`config.mk`:
```
export PLATFORM = sky130hd
export DESIGN_NAME = dma_master_engine_flat
export DESIGN_NICKNAME = d
export VERILOG_FILES = /design/src/rtl/dma_master_engine_if.sv /design/src/rtl/dma_master_engine.sv /design/src/flat_wrapper.sv
export SDC_FILE = /design/constraint.sdc
export NUM_CORES = 1
export LEC_CHECK = 0
export ABC_CLOCK_PERIOD_IN_PS = 11300
export BUFFER_PORTS_ARGS = -buffer_cell sky130_fd_sc_hd__buf_2
export CORE_UTILIZATION = 32
export CTS_BUF_LIST = sky130_fd_sc_hd__clkbuf_4
export CTS_CLUSTER_SIZE = 40
export DETAILED_ROUTE_END_ITERATION = 6
export HOLD_SLACK_MARGIN = 0.08
export PLACE_DENSITY_LB_ADDON = 0.15
export RECOVER_POWER = 50
export SYNTH_ARGS = -nofsm -noshare
export SYNTH_HDL_FRONTEND = slang
export SYNTH_SLANG_ARGS = --single-unit
export TNS_END_PERCENT = 20
```
`constraint.sdc`:
```
create_clock -name clk -period 11.3 [get_ports clk]
set_clock_uncertainty 0.2 [all_clocks]
set_input_delay 0.565 -clock clk [delete_from_list [all_inputs] [get_ports clk]]
set_output_delay 0.565 -clock clk [all_outputs]
set_load 0.01 [all_outputs]
```
`src/rtl/dma_master_engine_if.sv`:
```
// dma_master_engine_if: AXI4 master bus bundle for the DMA data mover, with master and slave views.
`ifndef AXI_ID_BITS
`define AXI_ID_BITS 4
`endif
`ifndef AXI_ADDR_BITS
`define AXI_ADDR_BITS 32
`endif
`ifndef AXI_LEN_BITS
`define AXI_LEN_BITS 4
`endif
`ifndef AXI_SIZE_BITS
`define AXI_SIZE_BITS 3
`endif
`ifndef AXI_DATA_BITS
`define AXI_DATA_BITS 32
`endif
`ifndef AXI_STRB_BITS
`define AXI_STRB_BITS 4
`endif

interface dma_master_engine_if;
  logic [`AXI_ID_BITS-1:0]   ARID_M;
  logic [`AXI_ADDR_BITS-1:0] ARADDR_M;
  logic [`AXI_LEN_BITS-1:0]  ARLEN_M;
  logic [`AXI_SIZE_BITS-1:0] ARSIZE_M;
  logic [1:0]                ARBURST_M;
  logic                      ARVALID_M;
  logic                      ARREADY_M;
  logic [`AXI_ID_BITS-1:0]   RID_M;
  logic [`AXI_DATA_BITS-1:0] RDATA_M;
  logic [1:0]                RRESP_M;
  logic                      RLAST_M;
  logic                      RVALID_M;
  logic                      RREADY_M;
  logic [`AXI_ID_BITS-1:0]   AWID_M;
  logic [`AXI_ADDR_BITS-1:0] AWADDR_M;
  logic [`AXI_LEN_BITS-1:0]  AWLEN_M;
  logic [`AXI_SIZE_BITS-1:0] AWSIZE_M;
  logic [1:0]                AWBURST_M;
  logic                      AWVALID_M;
  logic                      AWREADY_M;
  logic [`AXI_DATA_BITS-1:0] WDATA_M;
  logic [`AXI_STRB_BITS-1:0] WSTRB_M;
  logic                      WLAST_M;
  logic                      WVALID_M;
  logic                      WREADY_M;
  logic [`AXI_ID_BITS-1:0]   BID_M;
  logic [1:0]                BRESP_M;
  logic                      BVALID_M;
  logic                      BREADY_M;
  modport master (
    output ARID_M, ARADDR_M, ARLEN_M, ARSIZE_M, ARBURST_M, ARVALID_M,
    input  ARREADY_M,
    input  RID_M, RDATA_M, RRESP_M, RLAST_M, RVALID_M,
    output RREADY_M,
    output AWID_M, AWADDR_M, AWLEN_M, AWSIZE_M, AWBURST_M, AWVALID_M,
    input  AWREADY_M,
    output WDATA_M, WSTRB_M, WLAST_M, WVALID_M,
    input  WREADY_M,
    input  BID_M, BRESP_M, BVALID_M,
    output BREADY_M
  );
  modport slave (
    input  ARID_M, ARADDR_M, ARLEN_M, ARSIZE_M, ARBURST_M, ARVALID_M,
    output ARREADY_M,
    output RID_M, RDATA_M, RRESP_M, RLAST_M, RVALID_M,
    input  RREADY_M,
    input  AWID_M, AWADDR_M, AWLEN_M, AWSIZE_M, AWBURST_M, AWVALID_M,
    output AWREADY_M,
    input  WDATA_M, WSTRB_M, WLAST_M, WVALID_M,
    output WREADY_M,
    output BID_M, BRESP_M, BVALID_M,
    input  BREADY_M
  );
endinterface

```
`src/rtl/dma_master_engine.sv`:
```
// dma_master_engine: copies DMALEN words src->dst as INCR read bursts into a local buffer, then write bursts out.
// Define DMA_MASTER_ERR_EN to turn non-OKAY responses into a sticky DMA_err that ends the transfer early.
`ifndef AXI_ID_BITS
`define AXI_ID_BITS 4
`endif
`ifndef AXI_LEN_BITS
`define AXI_LEN_BITS 4
`endif

module dma_master_engine #(
  parameter int                      MAX_BURST = 16,
  parameter logic [`AXI_ID_BITS-1:0] MASTER_ID = 2
) (
  input  logic                clk,
  input  logic                rst,
  input  logic [31:0]         DMASRC,
  input  logic [31:0]         DMADST,
  input  logic [31:0]         DMALEN,
  input  logic                DMAEN,
  output logic                DMA_interrupt,
  output logic                DMA_err,
  dma_master_engine_if.master bus
);
  localparam int LW = `AXI_LEN_BITS;
  localparam int PW = MAX_BURST > 1 ? $clog2(MAX_BURST) : 1;
  localparam logic [2:0] S_IDLE  = 3'd0;
  localparam logic [2:0] S_RADDR = 3'd1;
  localparam logic [2:0] S_RDATA = 3'd2;
  localparam logic [2:0] S_WADDR = 3'd3;
  localparam logic [2:0] S_WDATA = 3'd4;
  localparam logic [2:0] S_WRESP = 3'd5;
  localparam logic [2:0] S_DONE  = 3'd6;

  logic [2:0]    r_state;
  logic [31:0]   r_src;
  logic [31:0]   r_dst;
  logic [31:0]   r_rem;
  logic [LW-1:0] r_len;
  logic [PW-1:0] r_wptr;
  logic [PW-1:0] r_rptr;
  logic [31:0]   r_buf [MAX_BURST];
  logic [31:0]   w_bytes;
  logic [31:0]   w_rem_next;
  logic          w_r_hs;
  logic          w_wlast;
  logic          w_stop_r;
  logic          w_stop_b;
  logic          w_unused;

  // r_len holds beats-1 so ARLEN/AWLEN come straight from a register
  function automatic logic [LW-1:0] f_len(input logic [31:0] words);
    return (words == '0) ? '0 : (words >= 32'(MAX_BURST)) ? LW'(MAX_BURST - 1) : LW'(words - 32'd1);
  endfunction

  assign w_bytes    = (32'(r_len) + 32'd1) << 2;
  assign w_rem_next = r_rem - (32'(r_len) + 32'd1);
  assign w_r_hs     = (r_state == S_RDATA) && bus.RVALID_M;
  assign w_wlast    = (r_state == S_WDATA) && (LW'(r_rptr) == r_len);
  assign w_unused   = ^{bus.RID_M, bus.BID_M, bus.RRESP_M, bus.BRESP_M};

  assign bus.ARID_M        = MASTER_ID;
  assign bus.ARADDR_M      = r_src;
  assign bus.ARLEN_M       = r_len;
  assign bus.ARSIZE_M      = 3'b010;
  assign bus.ARBURST_M     = 2'b01;
  assign bus.ARVALID_M     = r_state == S_RADDR;
  assign bus.RREADY_M      = r_state == S_RDATA;
  assign bus.AWID_M        = MASTER_ID;
  assign bus.AWADDR_M      = r_dst;
  assign bus.AWLEN_M       = r_len;
  assign bus.AWSIZE_M      = 3'b010;
  assign bus.AWBURST_M     = 2'b01;
  assign bus.AWVALID_M     = r_state == S_WADDR;
  assign bus.WDATA_M       = (r_state == S_WDATA) ? r_buf[r_rptr] : '0;
  assign bus.WSTRB_M       = '1;
  assign bus.WLAST_M       = w_wlast;
  assign bus.WVALID_M      = r_state == S_WDATA;
  assign bus.BREADY_M      = r_state == S_WRESP;
  assign DMA_interrupt     = r_state == S_DONE;

`ifdef DMA_MASTER_ERR_EN
  logic r_err;
  logic w_rerr;
  logic w_berr;
  assign w_rerr   = w_r_hs && (bus.RRESP_M != 2'b00);
  assign w_berr   = (r_state == S_WRESP) && bus.BVALID_M && (bus.BRESP_M != 2'b00);
  assign w_stop_r = r_err || w_rerr;
  assign w_stop_b = r_err || w_berr;
  assign DMA_err  = r_err;
  always_ff @(posedge clk or negedge rst) begin
    if (!rst) r_err <= 1'b0;
    else if (r_state == S_DONE && !DMAEN) r_err <= 1'b0;
    else if (w_rerr || w_berr) r_err <= 1'b1;
  end
`else
  assign w_stop_r = 1'b0;
  assign w_stop_b = 1'b0;
  assign DMA_err  = 1'b0;
`endif

  always_ff @(posedge clk) begin
    if (w_r_hs) r_buf[r_wptr] <= bus.RDATA_M;
  end

  // burst length is recomputed whenever RADDR is about to be entered
  always_ff @(posedge clk or negedge rst) begin
    if (!rst) begin
      r_state <= S_IDLE;
      r_src   <= '0;
      r_dst   <= '0;
      r_rem   <= '0;
      r_len   <= '0;
      r_wptr  <= '0;
      r_rptr  <= '0;
    end else begin
      case (r_state)
        S_IDLE: if (DMAEN) begin
          r_src   <= DMASRC;
          r_dst   <= DMADST;
          r_rem   <= DMALEN;
          r_len   <= f_len(DMALEN);
          r_wptr  <= '0;
          r_rptr  <= '0;
          r_state <= (DMALEN == '0) ? S_DONE : S_RADDR;
        end
        S_RADDR: if (bus.ARREADY_M) r_state <= S_RDATA;
        S_RDATA: if (w_r_hs) begin
          r_wptr <= r_wptr + PW'(1);
          if (bus.RLAST_M) begin
            r_src   <= r_src + w_bytes;
            r_rptr  <= '0;
            r_state <= w_stop_r ? S_DONE : S_WADDR;
          end
        end
        S_WADDR: if (bus.AWREADY_M) r_state <= S_WDATA;
        S_WDATA: if (bus.WREADY_M) begin
          r_rptr <= r_rptr + PW'(1);
          if (w_wlast) r_state <= S_WRESP;
        end
        S_WRESP: if (bus.BVALID_M) begin
          r_dst   <= r_dst + w_bytes;
          r_rem   <= w_rem_next;
          r_len   <= f_len(w_rem_next);
          r_wptr  <= '0;
          r_state <= (w_rem_next == '0 || w_stop_b) ? S_DONE : S_RADDR;
        end
        S_DONE: if (!DMAEN) r_state <= S_IDLE;
        default: r_state <= S_IDLE;
      endcase
    end
  end
endmodule
```
`src/flat_wrapper.sv`:
```
// flat-port wrapper written by rule: the top's interface ports become plain ports
module dma_master_engine_flat 
#(
  parameter int                      MAX_BURST = 16,
  parameter logic [`AXI_ID_BITS-1:0] MASTER_ID = 2
)
  (clk, rst, DMASRC, DMADST, DMALEN, DMAEN, DMA_interrupt, DMA_err, bus_ARID_M, bus_ARADDR_M, bus_ARLEN_M, bus_ARSIZE_M, bus_ARBURST_M, bus_ARVALID_M, bus_ARREADY_M, bus_RID_M, bus_RDATA_M, bus_RRESP_M, bus_RLAST_M, bus_RVALID_M, bus_RREADY_M, bus_AWID_M, bus_AWADDR_M, bus_AWLEN_M, bus_AWSIZE_M, bus_AWBURST_M, bus_AWVALID_M, bus_AWREADY_M, bus_WDATA_M, bus_WSTRB_M, bus_WLAST_M, bus_WVALID_M, bus_WREADY_M, bus_BID_M, bus_BRESP_M, bus_BVALID_M, bus_BREADY_M);
  dma_master_engine_if bus_i ();
  input  logic clk;
  input  logic rst;
  input  logic [31:0] DMASRC;
  input  logic [31:0] DMADST;
  input  logic [31:0] DMALEN;
  input  logic DMAEN;
  output logic DMA_interrupt;
  output logic DMA_err;
  output wire logic [$bits(bus_i.ARID_M)-1:0] bus_ARID_M;
  output wire logic [$bits(bus_i.ARADDR_M)-1:0] bus_ARADDR_M;
  output wire logic [$bits(bus_i.ARLEN_M)-1:0] bus_ARLEN_M;
  output wire logic [$bits(bus_i.ARSIZE_M)-1:0] bus_ARSIZE_M;
  output wire logic [$bits(bus_i.ARBURST_M)-1:0] bus_ARBURST_M;
  output wire logic [$bits(bus_i.ARVALID_M)-1:0] bus_ARVALID_M;
  input wire logic [$bits(bus_i.ARREADY_M)-1:0] bus_ARREADY_M;
  input wire logic [$bits(bus_i.RID_M)-1:0] bus_RID_M;
  input wire logic [$bits(bus_i.RDATA_M)-1:0] bus_RDATA_M;
  input wire logic [$bits(bus_i.RRESP_M)-1:0] bus_RRESP_M;
  input wire logic [$bits(bus_i.RLAST_M)-1:0] bus_RLAST_M;
  input wire logic [$bits(bus_i.RVALID_M)-1:0] bus_RVALID_M;
  output wire logic [$bits(bus_i.RREADY_M)-1:0] bus_RREADY_M;
  output wire logic [$bits(bus_i.AWID_M)-1:0] bus_AWID_M;
  output wire logic [$bits(bus_i.AWADDR_M)-1:0] bus_AWADDR_M;
  output wire logic [$bits(bus_i.AWLEN_M)-1:0] bus_AWLEN_M;
  output wire logic [$bits(bus_i.AWSIZE_M)-1:0] bus_AWSIZE_M;
  output wire logic [$bits(bus_i.AWBURST_M)-1:0] bus_AWBURST_M;
  output wire logic [$bits(bus_i.AWVALID_M)-1:0] bus_AWVALID_M;
  input wire logic [$bits(bus_i.AWREADY_M)-1:0] bus_AWREADY_M;
  output wire logic [$bits(bus_i.WDATA_M)-1:0] bus_WDATA_M;
  output wire logic [$bits(bus_i.WSTRB_M)-1:0] bus_WSTRB_M;
  output wire logic [$bits(bus_i.WLAST_M)-1:0] bus_WLAST_M;
  output wire logic [$bits(bus_i.WVALID_M)-1:0] bus_WVALID_M;
  input wire logic [$bits(bus_i.WREADY_M)-1:0] bus_WREADY_M;
  input wire logic [$bits(bus_i.BID_M)-1:0] bus_BID_M;
  input wire logic [$bits(bus_i.BRESP_M)-1:0] bus_BRESP_M;
  input wire logic [$bits(bus_i.BVALID_M)-1:0] bus_BVALID_M;
  output wire logic [$bits(bus_i.BREADY_M)-1:0] bus_BREADY_M;
  assign bus_ARID_M = bus_i.ARID_M;
  assign bus_ARADDR_M = bus_i.ARADDR_M;
  assign bus_ARLEN_M = bus_i.ARLEN_M;
  assign bus_ARSIZE_M = bus_i.ARSIZE_M;
  assign bus_ARBURST_M = bus_i.ARBURST_M;
  assign bus_ARVALID_M = bus_i.ARVALID_M;
  assign bus_i.ARREADY_M = bus_ARREADY_M;
  assign bus_i.RID_M = bus_RID_M;
  assign bus_i.RDATA_M = bus_RDATA_M;
  assign bus_i.RRESP_M = bus_RRESP_M;
  assign bus_i.RLAST_M = bus_RLAST_M;
  assign bus_i.RVALID_M = bus_RVALID_M;
  assign bus_RREADY_M = bus_i.RREADY_M;
  assign bus_AWID_M = bus_i.AWID_M;
  assign bus_AWADDR_M = bus_i.AWADDR_M;
  assign bus_AWLEN_M = bus_i.AWLEN_M;
  assign bus_AWSIZE_M = bus_i.AWSIZE_M;
  assign bus_AWBURST_M = bus_i.AWBURST_M;
  assign bus_AWVALID_M = bus_i.AWVALID_M;
  assign bus_i.AWREADY_M = bus_AWREADY_M;
  assign bus_WDATA_M = bus_i.WDATA_M;
  assign bus_WSTRB_M = bus_i.WSTRB_M;
  assign bus_WLAST_M = bus_i.WLAST_M;
  assign bus_WVALID_M = bus_i.WVALID_M;
  assign bus_i.WREADY_M = bus_WREADY_M;
  assign bus_i.BID_M = bus_BID_M;
  assign bus_i.BRESP_M = bus_BRESP_M;
  assign bus_i.BVALID_M = bus_BVALID_M;
  assign bus_BREADY_M = bus_i.BREADY_M;
  dma_master_engine #(.MAX_BURST(MAX_BURST), .MASTER_ID(MASTER_ID)) u_core (.clk(clk), .rst(rst), .DMASRC(DMASRC), .DMADST(DMADST), .DMALEN(DMALEN), .DMAEN(DMAEN), .DMA_interrupt(DMA_interrupt), .DMA_err(DMA_err), .bus(bus_i));
endmodule
```
==> metrics.md, run 1 <==
| Metric | Value |
|---|---|
| Outcome | `finished, violations left` |
| Failing checks | `max-capacitance violations, max-slew violations` |
| Latest clock arrival within the worst-skew pair | `1.01 ns` |
| Cell with the most instances after synthesis | `edfxtp_1` |
| Post-synthesis compound-gate area fraction | `7.49%` |
| Slew Limit Fails | `165` |
| Core area | `0.0837 mm2` |
| Largest net degree at the start of global routing | `91` |
| CTS clock-pin slew for the worst setup and hold paths | `0.06 ns` |
| Crit Path Max Fanout | `33` |
| Syn avg cell area | `15.6 um2` |
| Residual DRC | `0` |
| Final hold vios | `0` |
| First-pass GRT wire length | `112000 um` |
| CP Cell Sequence | `buf_4 > buf_4 > mux4_2 > mux4_2 > and2_1 > buf_2` |
| Worst Tran Pin Value | `3.62 ns` |
| Relative slew slack | `-141%` |
| PD cells | `199 mW/mm2` |
| Die area | `0.0859 mm2` |
| Post-synthesis mux area share | `13.6%` |
| CP delay by family, top | `buffers and inverters` |
| RePlAce Congestion | `0.817` |
| Minimum clock period | `5.45 ns` |
| Final HPWL DP | `41900 um` |
| CTS tree | `built` |
| Stages on worst setup path | `6` |
| RSZ-0062 raised after global routing | `false` |
| Synth Area in Adders | `1.38%` |
| Peak VDD IR | `81.8 uV` |
| R2R Setup Slk | `6.38 ns` |
| Post-synthesis simple-gate area fraction | `7.06%` |
| Slowest CP cell | `dfrtp_4` |
| Htree depth | `4` |
| Tcrit/Tclk final | `48.2%` |
| Worst Path Arrival | `4.68 ns` |
| Power Total | `0.00665 W` |
| Final setup TNS | `0 ns` |
| Cell area after synthesis | `0.0271 mm2` |
| Vias in the first global route | `18400` |
| Synth top cells by count | `edfxtp_1 (512), mux4_2 (160), a21oi_1 (137)` |
| Final #Nets | `2432` |
| Area Growth Syn to Fin | `23.0%` |
| Gr ovfl total | `0` |
| Reg-to-reg endpoint | `u_core.bus.ARADDR_M[28]$_DFFE_PN0P_` |
| Post-CTS setup buffers | `0` |
| GRT Total Usage | `17.5%` |
| Root Buffer | `clkbuf_4` |
| Total wire length | `74900 um` |
| Starting density of the core | `32.4%` |
| Post-DR wirelength/cell | `21.3 um` |
| Synth top area share | `56.7%` |
| Max Fclk | `184 MHz` |
| Ys Warns | `0` |
| CP Launch Type | `register` |
| Final core occ | `39.8%` |
| R2R depth | `10` |
| Ys async rst share | `17.8%` |
| Worst path required time | `10.54 ns` |
| Combinational family with the most area after synthesis | `multiplexers` |
| CP peak stage delay | `0.85 ns` |
| CP Capture Type | `output pin` |
| Reg2reg start | `u_core.r_state[2]$_DFFE_PN0P_` |
| Crit path to | `bus_WDATA_M[15]` |
| Post-synth cell types | `67` |
| Row count | `106` |
| CTS max path bufs | `3` |
| Syn Inst Count | `1733` |
| Synth area leader | `edfxtp_1` |
| Die Wd | `293 um` |
| Crit path launch | `u_core.r_rptr[0]$_DFFE_PN0P_` |
| Predominant post-synthesis flop cell | `edfxtp_1` |
| CTS Hold Buffers Added | `161` |
| Synth top area cells | `edfxtp_1 (57%), mux4_2 (13%), dfrtp_1 (10%), a21oi_1 (2.5%), o21ai_0 (1.6%)` |
| Port buffer count | `247` |
| 1st-iter DRT viols | `1211` |
| Register area share after synthesis | `67.0%` |
| Crit Path Class | `register to output pin` |
| Clock Sinks | `623` |
| Antenna violations before repair | `8` |
| Setup-failing EPs final | `0` |
| Die height | `293 um` |
| Vias per inst | `5.00` |
| Post-synth EDFFs | `512` |
| TritonRoute pass-1 iters | `5` |
| #FFs+latches synth | `623` |
| Pleak | `11.4 nW` |
| Share of cells above drive strength 1 | `28.1%` |
| Hold/Removal Path Class | `primary input to register` |
| # IOs | `283` |
| Startpoint of the worst hold path | `DMADST[14]` |
| ANT nets after route | `0` |
| DR vias | `17600` |
| Xor/xnor share of the synthesized area | `0.905%` |
| Post-CTS Resized | `0` |
| CP Buf/Inv Count | `3` |
| TritonCTS Buffers | `177` |
| MaxCap Viol Count | `3` |
[report_power, final]
group          internal [W]  leakage, nW  total, W  switching (W)
logic              0.000688         4.26   0.00161       0.000926
registers           0.00273         5.87   0.00300       0.000271
clock network       0.00107         1.31   0.00203       0.000959
[layer usage]
layer,vias to the layer above,track usage [%],wire length (um)
met5,-,0,23
met3,101,4.15,4430
met4,4,6.28,1410
met1,8942,22.7,32500
li1,7971,-,-
met2,573,28.6,36600
[cell usage in the layout (no fill, tap or decap), types with 6 or more instances in the layout]
master	n
nand3_1	39
nor2_1	97
o22ai_1	33
o21ai_0	84
edfxtp_1	512
buf_2	160
xor2_1	11
mux4_2	160
a31oi_1	9
a21oi_1	136
clkbuf_4	259
dlygate4sd3_1	160
xnor2_1	17
and2_2	8
clkinv_1	30
and3_1	10
nor3_1	17
a21o_1	6
nand4_1	19
nand2_1	87
nand2b_1	11
ha_1	25
a22oi_1	10
clkbuf_1	90
conb_1	23
nor4_1	19
inv_1	34
and2_1	34
dfrtp_1	107
buf_4	34
or3_1	10
a2bb2oi_1	9
[area by class of cell]
cell class | instances | area, um2
antenna | 5 | 12.5
fill | 7981 | 50400
clock inverter | 45 | 243
tap | 1134 | 1420
multi-input combinational | 973 | 8420
sequential | 623 | 18200
timing repair buffer | 444 | 3000
clock buffer | 259 | 1940
inverter | 36 | 135
[worst min path at each step]
stage               slack, ns                                  end  cells after the start
global placement         0.27          u_core.r_rem[4]$_DFFE_PN0P_                      2
floorplan                0.07   u_core.bus.ARADDR_M[0]$_DFFE_PN0P_                      0
detailed placement       0.29          u_core.r_rem[2]$_DFFE_PN0P_                      2
finish                   0.24  u_core.bus.AWADDR_M[14]$_DFFE_PN0P_                      4
CTS                      0.08  u_core.bus.ARADDR_M[25]$_DFFE_PN0P_                      4
global route             0.15  u_core.bus.AWADDR_M[14]$_DFFE_PN0P_                      4
[flip-flops by register name (all words and copies together), names as in the netlist]
register	flops
u_core.r_buf	512
u_core.bus.ARADDR_M	32
u_core.bus.AWADDR_M	32
u_core.r_rem	32
u_core.bus.ARLEN_M	4
u_core.r_rptr	4
u_core.r_wptr	4
u_core.r_state	3
[cell families after synthesis]
logic type	after synthesis
muxes	168
other	2
and+or+nand+nor	384
DFF	623
adders and majority gates	28
buffers and inverters	158
AOI/OAI and AO/OA	342
xor gates and xnor gates	28
[tightest hold or removal path: stages]
cell and delay (ns):
dlygate4sd3_1 0.52, buf_2 0.10, o22ai_1 0.07, a21oi_1 0.13
[per-stage QoR]
| stage | area [um2] | setup WS [ns] | hold WS, ns | std cells |
|---|---|---|---|---|
| final | 33300 | 5.85 | 0.244 | 3519 |
| after global routing | 33300 | 5.37 | 0.146 | 3518 |
| after CTS | 33500 | 5.48 | 0.0832 | 3514 |
| after detailed placement | 29600 | 6.65 | 0.290 | 3049 |
| after global placement | 29600 | 6.67 | 0.271 | 3049 |
| after floorplan | 27200 | 6.43 | 0.0694 | 1754 |
(Power assumes the default switching activity.)
==> run 2: changes to the inputs <==
--- a/config.mk
+++ b/config.mk
@@ -5,7 +5,7 @@
 export SDC_FILE = /design/constraint.sdc
 export NUM_CORES = 1
 export LEC_CHECK = 0
-export ABC_CLOCK_PERIOD_IN_PS = 11300
+export ABC_CLOCK_PERIOD_IN_PS = 4700
 export BUFFER_PORTS_ARGS = -buffer_cell sky130_fd_sc_hd__buf_2
 export CORE_UTILIZATION = 32
 export CTS_BUF_LIST = sky130_fd_sc_hd__clkbuf_4
==> constraint.sdc (replaced) <==
create_clock -name clk -period 4.7 [get_ports clk]
set_clock_uncertainty 0.2 [all_clocks]
set_input_delay 0.235 -clock clk [delete_from_list [all_inputs] [get_ports clk]]
set_output_delay 0.235 -clock clk [all_outputs]
set_load 0.01 [all_outputs]
==> run 2 against run 1 <==
  * The flow still finishes with violations (max-capacitance violations, max-slew violations)
  * Setup slack worse by 5.5 ns
  * Via count up 6.1%
  * Power grew to 2.5 times the previous value
  * Register-to-register slack got worse by 6.0 ns
  * Largest cell class unchanged
  * First-iteration DRC count is 4.1% higher
  * Combinational power increased to 3.0 times the previous value
  * Largest power group unchanged
  * Critical endpoint is now u_core.bus.ARADDR_M[30]$_DFFE_PN0P_
  * Design area grew 7.1%
  * Highest routed layer unchanged
  * Clock-buffer cell count shrank 6
  * Worst hold slack worse by 0.0027 ns
==> metrics.md, run 2 (synthesis gave the netlist of run 1 again) <==
| Metric | Value |
|---|---|
| TritonRoute pass-1 iters | `6 (+1)` |
| Htree depth | `4 (unchanged)` |
| CTS tree | `built` |
| Worst Path Arrival | `5.02 ns (+0.34 ns)` |
| # IOs | `283 (unchanged)` |
| Outcome | `finished, violations left` |
| Placed cell areas | `0.0299 mm2 (+0.84%)` |
| Max reg flops | `512 (unchanged)` |
| Met1 wire length | `33300 um (+2.5%)` |
| Failing checks | `max-capacitance violations, max-slew violations` |
| GRT Total Usage | `18.5% (+1.0 points)` |
| RePlAce Congestion | `0.823 (+0.72%)` |
| 1st-iter DRT viols | `1261 (+4.1%)` |
| Final HPWL DP | `44000 um (+4.9%)` |
| Share of cells above drive strength 1 | `26.9% (-1.2 points)` |
| ANT nets after route | `0 (unchanged)` |
| Die area | `0.0859 mm2 (unchanged)` |
| RSZ-0062 raised after global routing | `false` |
| Starting density of the core | `32.4% (unchanged)` |
| WL met2 | `39200 um (+7.2%)` |
| TritonCTS Buffers | `175 (-1.1%)` |
| CTS max path bufs | `3 (unchanged)` |
| Largest net degree at the start of global routing | `61 (-33%)` |
| Final hold vios | `0 (unchanged)` |
| Root Buffer | `clkbuf_4` |
| DR vias | `18700 (+6.1%)` |
| Most frequent cells in the layout | `edfxtp_1 (512), dlygate4sd3_1 (375), clkbuf_4 (253)` |
| Peak VDD IR | `262 uV (+220%)` |
| MaxCap Viol Count | `3 (unchanged)` |
| CP Launch Type | `register` |
| Final #Nets | `2658 (+9.3%)` |
| Worst Tran Pin Value | `2.57 ns (-1.05 ns)` |
| Area Growth Syn to Fin | `31.7%` |
| Most common cell after layout, fill and taps aside | `edfxtp_1` |
| Die Wd | `293 um (unchanged)` |
| Crit Path Max Fanout | `7 (-79%)` |
| Relative slew slack | `-71.2% (+70 points)` |
| Die height | `293 um (unchanged)` |
| R2R Setup Slk | `0.39 ns (-5.99 ns)` |
| Latest clock arrival within the worst-skew pair | `0.98 ns (-0.03 ns)` |
| Power Total | `0.0168 W (+150%)` |
| Row count | `106 (unchanged)` |
| Uppermost layer routed | `met5` |
| Fill count | `7708 (-3.4%)` |
| Tcrit/Tclk final | `91.8%` |
| Gr ovfl total | `0 (unchanged)` |
| CP Capture Type | `register` |
| Core area | `0.0837 mm2 (unchanged)` |
| Worst path required time | `5.41 ns (-5.13 ns)` |
| # placed instances | `3062 (+0.43%)` |
| Fin cells | `3737 (+6.2%)` |
| Residual DRC | `0 (unchanged)` |
| Max Fclk | `232 MHz` |
| Biggest register | `u_core.r_buf` |
| Setup-failing EPs final | `0 (unchanged)` |
| PD cells | `472 mW/mm2 (+140%)` |
| Post-DR wirelength/cell | `21.1 um (-0.75%)` |
| Footprint of the multi-input gates | `0.00842 mm2 (unchanged)` |
| Clock Sinks | `623 (unchanged)` |
| DR WL met3 | `4740 um (+7.0%)` |
| Total wire length | `79000 um (+5.4%)` |
| Minimum clock period | `4.31 ns` |
| Final Cell Area | `0.0357 mm2 (+7.1%)` |
| Vias per inst | `4.99 (-0.11%)` |
| First-pass GRT wire length | `119000 um (+6.3%)` |
| Vias in the first global route | `19800 (+7.4%)` |
| Crit Path Class | `register to register` |
| Register Area | `0.0182 mm2 (unchanged)` |
| Slew Limit Fails | `114 (-31%)` |
| Hold/Removal Path Class | `primary input to register` |
| Port buffer count | `247 (unchanged)` |
| CTS clock-pin slew for the worst setup and hold paths | `0.06 ns (about the same)` |
| Pleak | `12.4 nW (+8.8%)` |
| Antenna violations before repair | `8 (unchanged)` |
## run 2: cell count changes in the layout (fill, tap and decap cells not counted), sizes merged
cell         delta
dlygate4sd3   +215
clkinv          -2
buf            +36
bufinv          -1
clkinvlp        -1
clkbuf         -29
## run 2: metrics by stage
stage / hold WS (ns) / worst slack (ns) / setup TNS (ns) / utilization (%)
2_1_floorplan: -0.261 / -0.174 / -22.29 / -
3_3_place_gp: 0.100 / 0.684 / 0 / 35.7
3_5_place_dp: 0.111 / 0.649 / 0 / 35.7
5_1_grt: 0.178 / 0.0997 / 0 / 42.7
4_1_cts: 0.0836 / 0.403 / 0 / 42.8
6_report: 0.241 / 0.387 / 0 / 42.7
## run 2: final timing paths
kind	cells after the start	from	to
min in group asynchronous	5	rst	u_core.r_rem[4]$_DFFE_PN0P_
min reg2reg	1	u_core.r_wptr[0]$_DFFE_PN0P_	u_core.r_wptr[0]$_DFFE_PN0P_
max	14	u_core.bus.ARLEN_M[0]$_DFFE_PN0P_	u_core.bus.ARADDR_M[30]$_DFFE_PN0P_
min	7	DMALEN[0]	u_core.bus.ARLEN_M[1]$_DFFE_PN0P_
max in group asynchronous	5	rst	u_core.r_rptr[0]$_DFFE_PN0P_
max reg2reg	14	u_core.bus.ARLEN_M[0]$_DFFE_PN0P_	u_core.bus.ARADDR_M[30]$_DFFE_PN0P_
## run 2: final cells by class
type	instances	area share [%]
Sequential cell	623	50.9
Multi-Input combinational cell	973	23.6
Timing Repair Buffer	672	15.2
Clock buffer	253	5.32
Tap cell	1134	3.97
Clock inverter	41	0.645
Inverter	36	0.378
Antenna cell	5	0.0350
## run 2: critical path, stage by stage (launching register included)
cell           delay, ns
dfrtp_1             0.48
ha_1                0.36
buf_4               0.18
fa_1                0.46
a21o_1              0.18
a21oi_1             0.31
o21ba_2             0.24
nor4_1              0.07
buf_4               0.17
and2_1              0.18
nand4_1             0.09
o21ai_0             0.08
dlygate4sd3_1       0.56
a21oi_1             0.13
dlygate4sd3_1       0.55
## run 2: timing repair
action | in CTS | in global routing
hold buffers | 376 | 0
hold endpoints to repair | 861 | 0
buffers inserted | 0 | 0
resized for setup | 0 | 0
## run 2: layer usage
| metal | GRT usage [%] | vias to the layer above |
|---|---|---|
| li1 | - | 8445 |
| met1 | 23.6 | 9442 |
| met2 | 31.0 | 627 |
| met3 | 4.15 | 140 |
| met4 | 6.63 | 6 |
| met5 | 0 | - |
## run 2: report_power, final
group | switching (W) | total [W] | internal [W]
logic | 0.00245 | 0.00484 | 0.00239
clock network | 0.00231 | 0.00479 | 0.00247
registers | 0.000646 | 0.00722 | 0.00657
==> run 3: changes to the inputs <==
--- a/config.mk
+++ b/config.mk
@@ -5,11 +5,14 @@
 export SDC_FILE = /design/constraint.sdc
 export NUM_CORES = 1
 export LEC_CHECK = 0
+export ABC_AREA = 1
 export ABC_CLOCK_PERIOD_IN_PS = 4700
 export BUFFER_PORTS_ARGS = -buffer_cell sky130_fd_sc_hd__buf_2
+export CELL_PAD_IN_SITES_DETAIL_PLACEMENT = 1
+export CELL_PAD_IN_SITES_GLOBAL_PLACEMENT = 2
 export CORE_UTILIZATION = 32
 export CTS_BUF_LIST = sky130_fd_sc_hd__clkbuf_4
-export CTS_CLUSTER_SIZE = 40
+export CTS_CLUSTER_SIZE = 12
 export DETAILED_ROUTE_END_ITERATION = 6
 export HOLD_SLACK_MARGIN = 0.08
 export PLACE_DENSITY_LB_ADDON = 0.15
==> run 3 against run 2 <==
  * The flow finishes with violations (design-rule violations)
  * Utilization is 0.24 points lower
  * Global-route usage grew 4.4 points
  * Critical path depth shrank 4
  * Register-to-register slack got worse by 0.097 ns
  * Critical endpoint is now u_core.r_state[1]$_DFFE_PN0P_
==> metrics.md, run 3 <==
| Metric | Value |
|---|---|
| Row count | `109 (+2.8%)` |
| Residual DRC | `11 (+11)` |
| RePlAce Congestion | `0.836 (+1.6%)` |
| Peak VDD IR | `243 uV (-7.2%)` |
| Predominant post-synthesis flop cell | `edfxtp_1` |
| Vias per inst | `5.14 (+3.0%)` |
| Max Fclk | `227 MHz (-2.2%)` |
| Pleak | `14.0 nW (+13%)` |
| Synth top area share | `53.5% (-3.2 points)` |
| Register area share after synthesis | `63.2% (-3.7 points)` |
| Worst path required time | `5.39 ns (-0.02 ns)` |
| Share of cells above drive strength 1 | `16.4% (-11 points)` |
| Combinational family with the most area after synthesis | `simple AND/OR/NAND/NOR gates` |
| CTS tree | `built` |
| Max reg flops | `512 (unchanged)` |
| Total wire length | `104000 um (+32%)` |
| Final #Nets | `3647 (+37%)` |
| Most frequent cells in the layout | `edfxtp_1 (512), nor2_1 (423), dlygate4sd3_1 (391)` |
| GRT Total Usage | `22.9% (+4.4 points)` |
| Core area | `0.0886 mm2 (+5.9%)` |
| Port buffer count | `247 (unchanged)` |
| Final hold vios | `0 (unchanged)` |
| Gr ovfl total | `0 (unchanged)` |
| Reg2reg start | `u_core.r_rptr[0]$_DFFE_PN0P_` |
| Failing checks | `design-rule violations` |
| Die height | `302 um (+2.9%)` |
| Htree depth | `4 (unchanged)` |
| Syn Inst Count | `2766 (+60%)` |
| Syn avg cell area | `10.4 um2 (-34%)` |
| Post-synthesis simple-gate area fraction | `14.9% (+7.9 points)` |
| Starting density of the core | `32.4% (about the same)` |
| Relative slew slack | `34.5% (+110 points)` |
| Most common cell after layout, fill and taps aside | `edfxtp_1` |
| MaxCap Viol Count | `0 (-3)` |
| Post-synthesis mux area share | `0.157% (-13 points)` |
| TritonCTS Buffers | `178 (+1.7%)` |
| ANT nets after route | `0 (unchanged)` |
| CTS max path bufs | `3 (unchanged)` |
| Vias in the first global route | `26400 (+34%)` |
| Cell area after synthesis | `0.0287 mm2 (+5.9%)` |
| Latest clock arrival within the worst-skew pair | `1.06 ns (+0.08 ns)` |
| Crit Path Class | `register to register` |
| Startpoint of the worst hold path | `DMALEN[1]` |
| Die Wd | `302 um (+2.9%)` |
| Outcome | `finished, violations left` |
| CP Launch Type | `register` |
| Tcrit/Tclk final | `93.8% (+2.1 points)` |
| Worst Tran Pin Value | `0.982 ns (-1.59 ns)` |
| Slew Limit Fails | `0 (-100%)` |
| Root Buffer | `clkbuf_4` |
| Post-synth cell types | `43 (-36%)` |
| Synth Area in Adders | `1.30% (-0.077 points)` |
| Post-synth EDFFs | `512 (unchanged)` |
| Xor/xnor share of the synthesized area | `0.885% (-0.020 points)` |
| Biggest register | `u_core.r_buf` |
| Final setup TNS | `0 ns (unchanged)` |
| # IOs | `283 (unchanged)` |
| Synth top area cells | `edfxtp_1 (54%), dfrtp_1 (9.7%), o21ai_0 (6.5%), nor2_1 (5.8%), nand2_1 (4.4%)` |
| CTS clock-pin slew for the worst setup and hold paths | `0.07 ns (about the same)` |
| Largest net degree at the start of global routing | `132 (+120%)` |
| TritonRoute pass-1 iters | `7 (+1)` |
| CP Capture Type | `register` |
| Post-Place Worst Slack | `0.720 ns (+0.0708 ns)` |
| #FFs+latches synth | `623 (unchanged)` |
| Crit Path Max Fanout | `100 (+93)` |
| Ys Warns | `0 (unchanged)` |
| PD cells | `549 mW/mm2 (+16%)` |
| Worst Path Arrival | `5.10 ns (+0.08 ns)` |
| Crit path launch | `u_core.r_rptr[0]$_DFFE_PN0P_` |
| RSZ-0062 raised after global routing | `false` |
| Post-CTS setup buffers | `0 (unchanged)` |
| Setup-failing EPs final | `0 (unchanged)` |
| Worst hold path depth | `8 (+1)` |
| Final HPWL DP | `60600 um (+38%)` |
| Antenna violations before repair | `6 (-2)` |
| Ys async rst share | `17.8% (unchanged)` |
| Synth top cells by count | `edfxtp_1 (512), nor2_1 (442), o21ai_0 (374)` |
| DR vias | `24600 (+32%)` |
| Cell with the most instances after synthesis | `edfxtp_1` |
| 1st-iter DRT viols | `1384 (+9.8%)` |
| Die area | `0.0909 mm2 (+5.9%)` |
| Minimum clock period | `4.41 ns (+0.0965 ns)` |
| Post-synthesis compound-gate area fraction | `14.3% (+6.8 points)` |
| Clock Sinks | `623 (unchanged)` |
| Area Growth Syn to Fin | `31.0%` |
| First-pass GRT wire length | `157000 um (+32%)` |
| Synth area leader | `edfxtp_1` |
| R2R depth | `10 (-4)` |
| Hold/Removal Path Class | `primary input to register` |
| Final worst slack | `0.290 ns (-0.0965 ns)` |
| Worst hold slack | `0.214 ns (-0.0270 ns)` |
| Post-DR wirelength/cell | `21.8 um (+3.2%)` |
-- run 3: cell count changes in the layout (fill, tap and decap cells not counted), moves of 87 or more --
cell	change
mux4_2	-160
nand2_1	+249
nand3_1	+87
o21ai_0	+290
nor2_1	+326
inv_1	+139
o221ai_1	+88
-- run 3: final cells by class --
cell class | count | area [um2]
fill | 10000 | 51000
sequential | 623 | 18200
multi-input combinational | 1802 | 9310
timing repair buffer | 682 | 5620
clock buffer | 265 | 1990
tap | 1165 | 1460
inverter | 183 | 693
clock inverter | 47 | 347
antenna | 10 | 25.0
-- run 3: worst max-delay path, stage by stage (launching register included) --
cell	delay, ns
dfrtp_4	0.97
buf_12	0.44
xnor2_1	0.17
nand4_1	0.19
a21oi_1	0.17
nand4_1	0.12
dlygate4sd3_1	0.62
dlygate4sd3_1	0.61
nand2_1	0.08
nand2_1	0.06
dlygate4sd3_1	0.55
-- run 3: logic make-up (layout without fill, tap and decap cells) --
| logic type | Yosys count | after routing |
|---|---|---|
| flops | 623 | 623 |
| simple gates | 1025 | 1025 |
| mux | 4 | 4 |
| xor+xnor | 29 | 29 |
| fa+ha+maj | 28 | 28 |
| buf+inv | 362 | 1177 |
| compound gates | 693 | 693 |
| other cells | 2 | 33 |
-- run 3: repair_timing --
action                                  in CTS  in global routing
hold endpoints to repair                   889                  0
endpoints found under the setup margin       0                  4
hold buffers                               391                  0
gates resized for setup                      0                  7
-- run 3: report_power, final --
part | switching (W) | total (W) | internal, W
sequential | 0.000699 | 0.00721 | 0.00651
clock | 0.00244 | 0.00529 | 0.00284
combinational | 0.00506 | 0.00814 | 0.00308
-- run 3: path summary, 6_finish.rpt --
kind                            slack, ns                                  end
worst max-delay path                 0.29        u_core.r_state[1]$_DFFE_PN0P_
worst min-delay path                 0.21    u_core.bus.ARLEN_M[3]$_DFFE_PN0P_
worst max register to register       0.29        u_core.r_state[1]$_DFFE_PN0P_
worst min register to register       0.29          u_core.r_rem[2]$_DFFE_PN0P_
max in group asynchronous            3.44  u_core.bus.ARADDR_M[29]$_DFFE_PN0P_
min in group asynchronous            0.24  u_core.bus.AWADDR_M[23]$_DFFE_PN0P_
-- run 3: per-stage QoR --
stage | util (%) | total power [W] | instance area (um2) | cells
finish | 42.4 | 0.0206 | 37600 | 4777
global route | 42.4 | 0.0220 | 37600 | 4777
CTS | 42.4 | 0.0208 | 37600 | 4767
detailed placement | 35.4 | 0.0142 | 31400 | 4064
global placement | 35.4 | 0.0140 | 31400 | 4064
floorplan | - | 0.0117 | 28800 | 2787
-- run 3: metal layers --
metal	vias to the layer above	share of wire, %	GRT usage, %
met2	527	49	39.1
met4	4	2.2	7.61
met3	186	4.1	4.19
met1	12400	44	29.1
li1	11400	-	-
met5	-	0.022	0
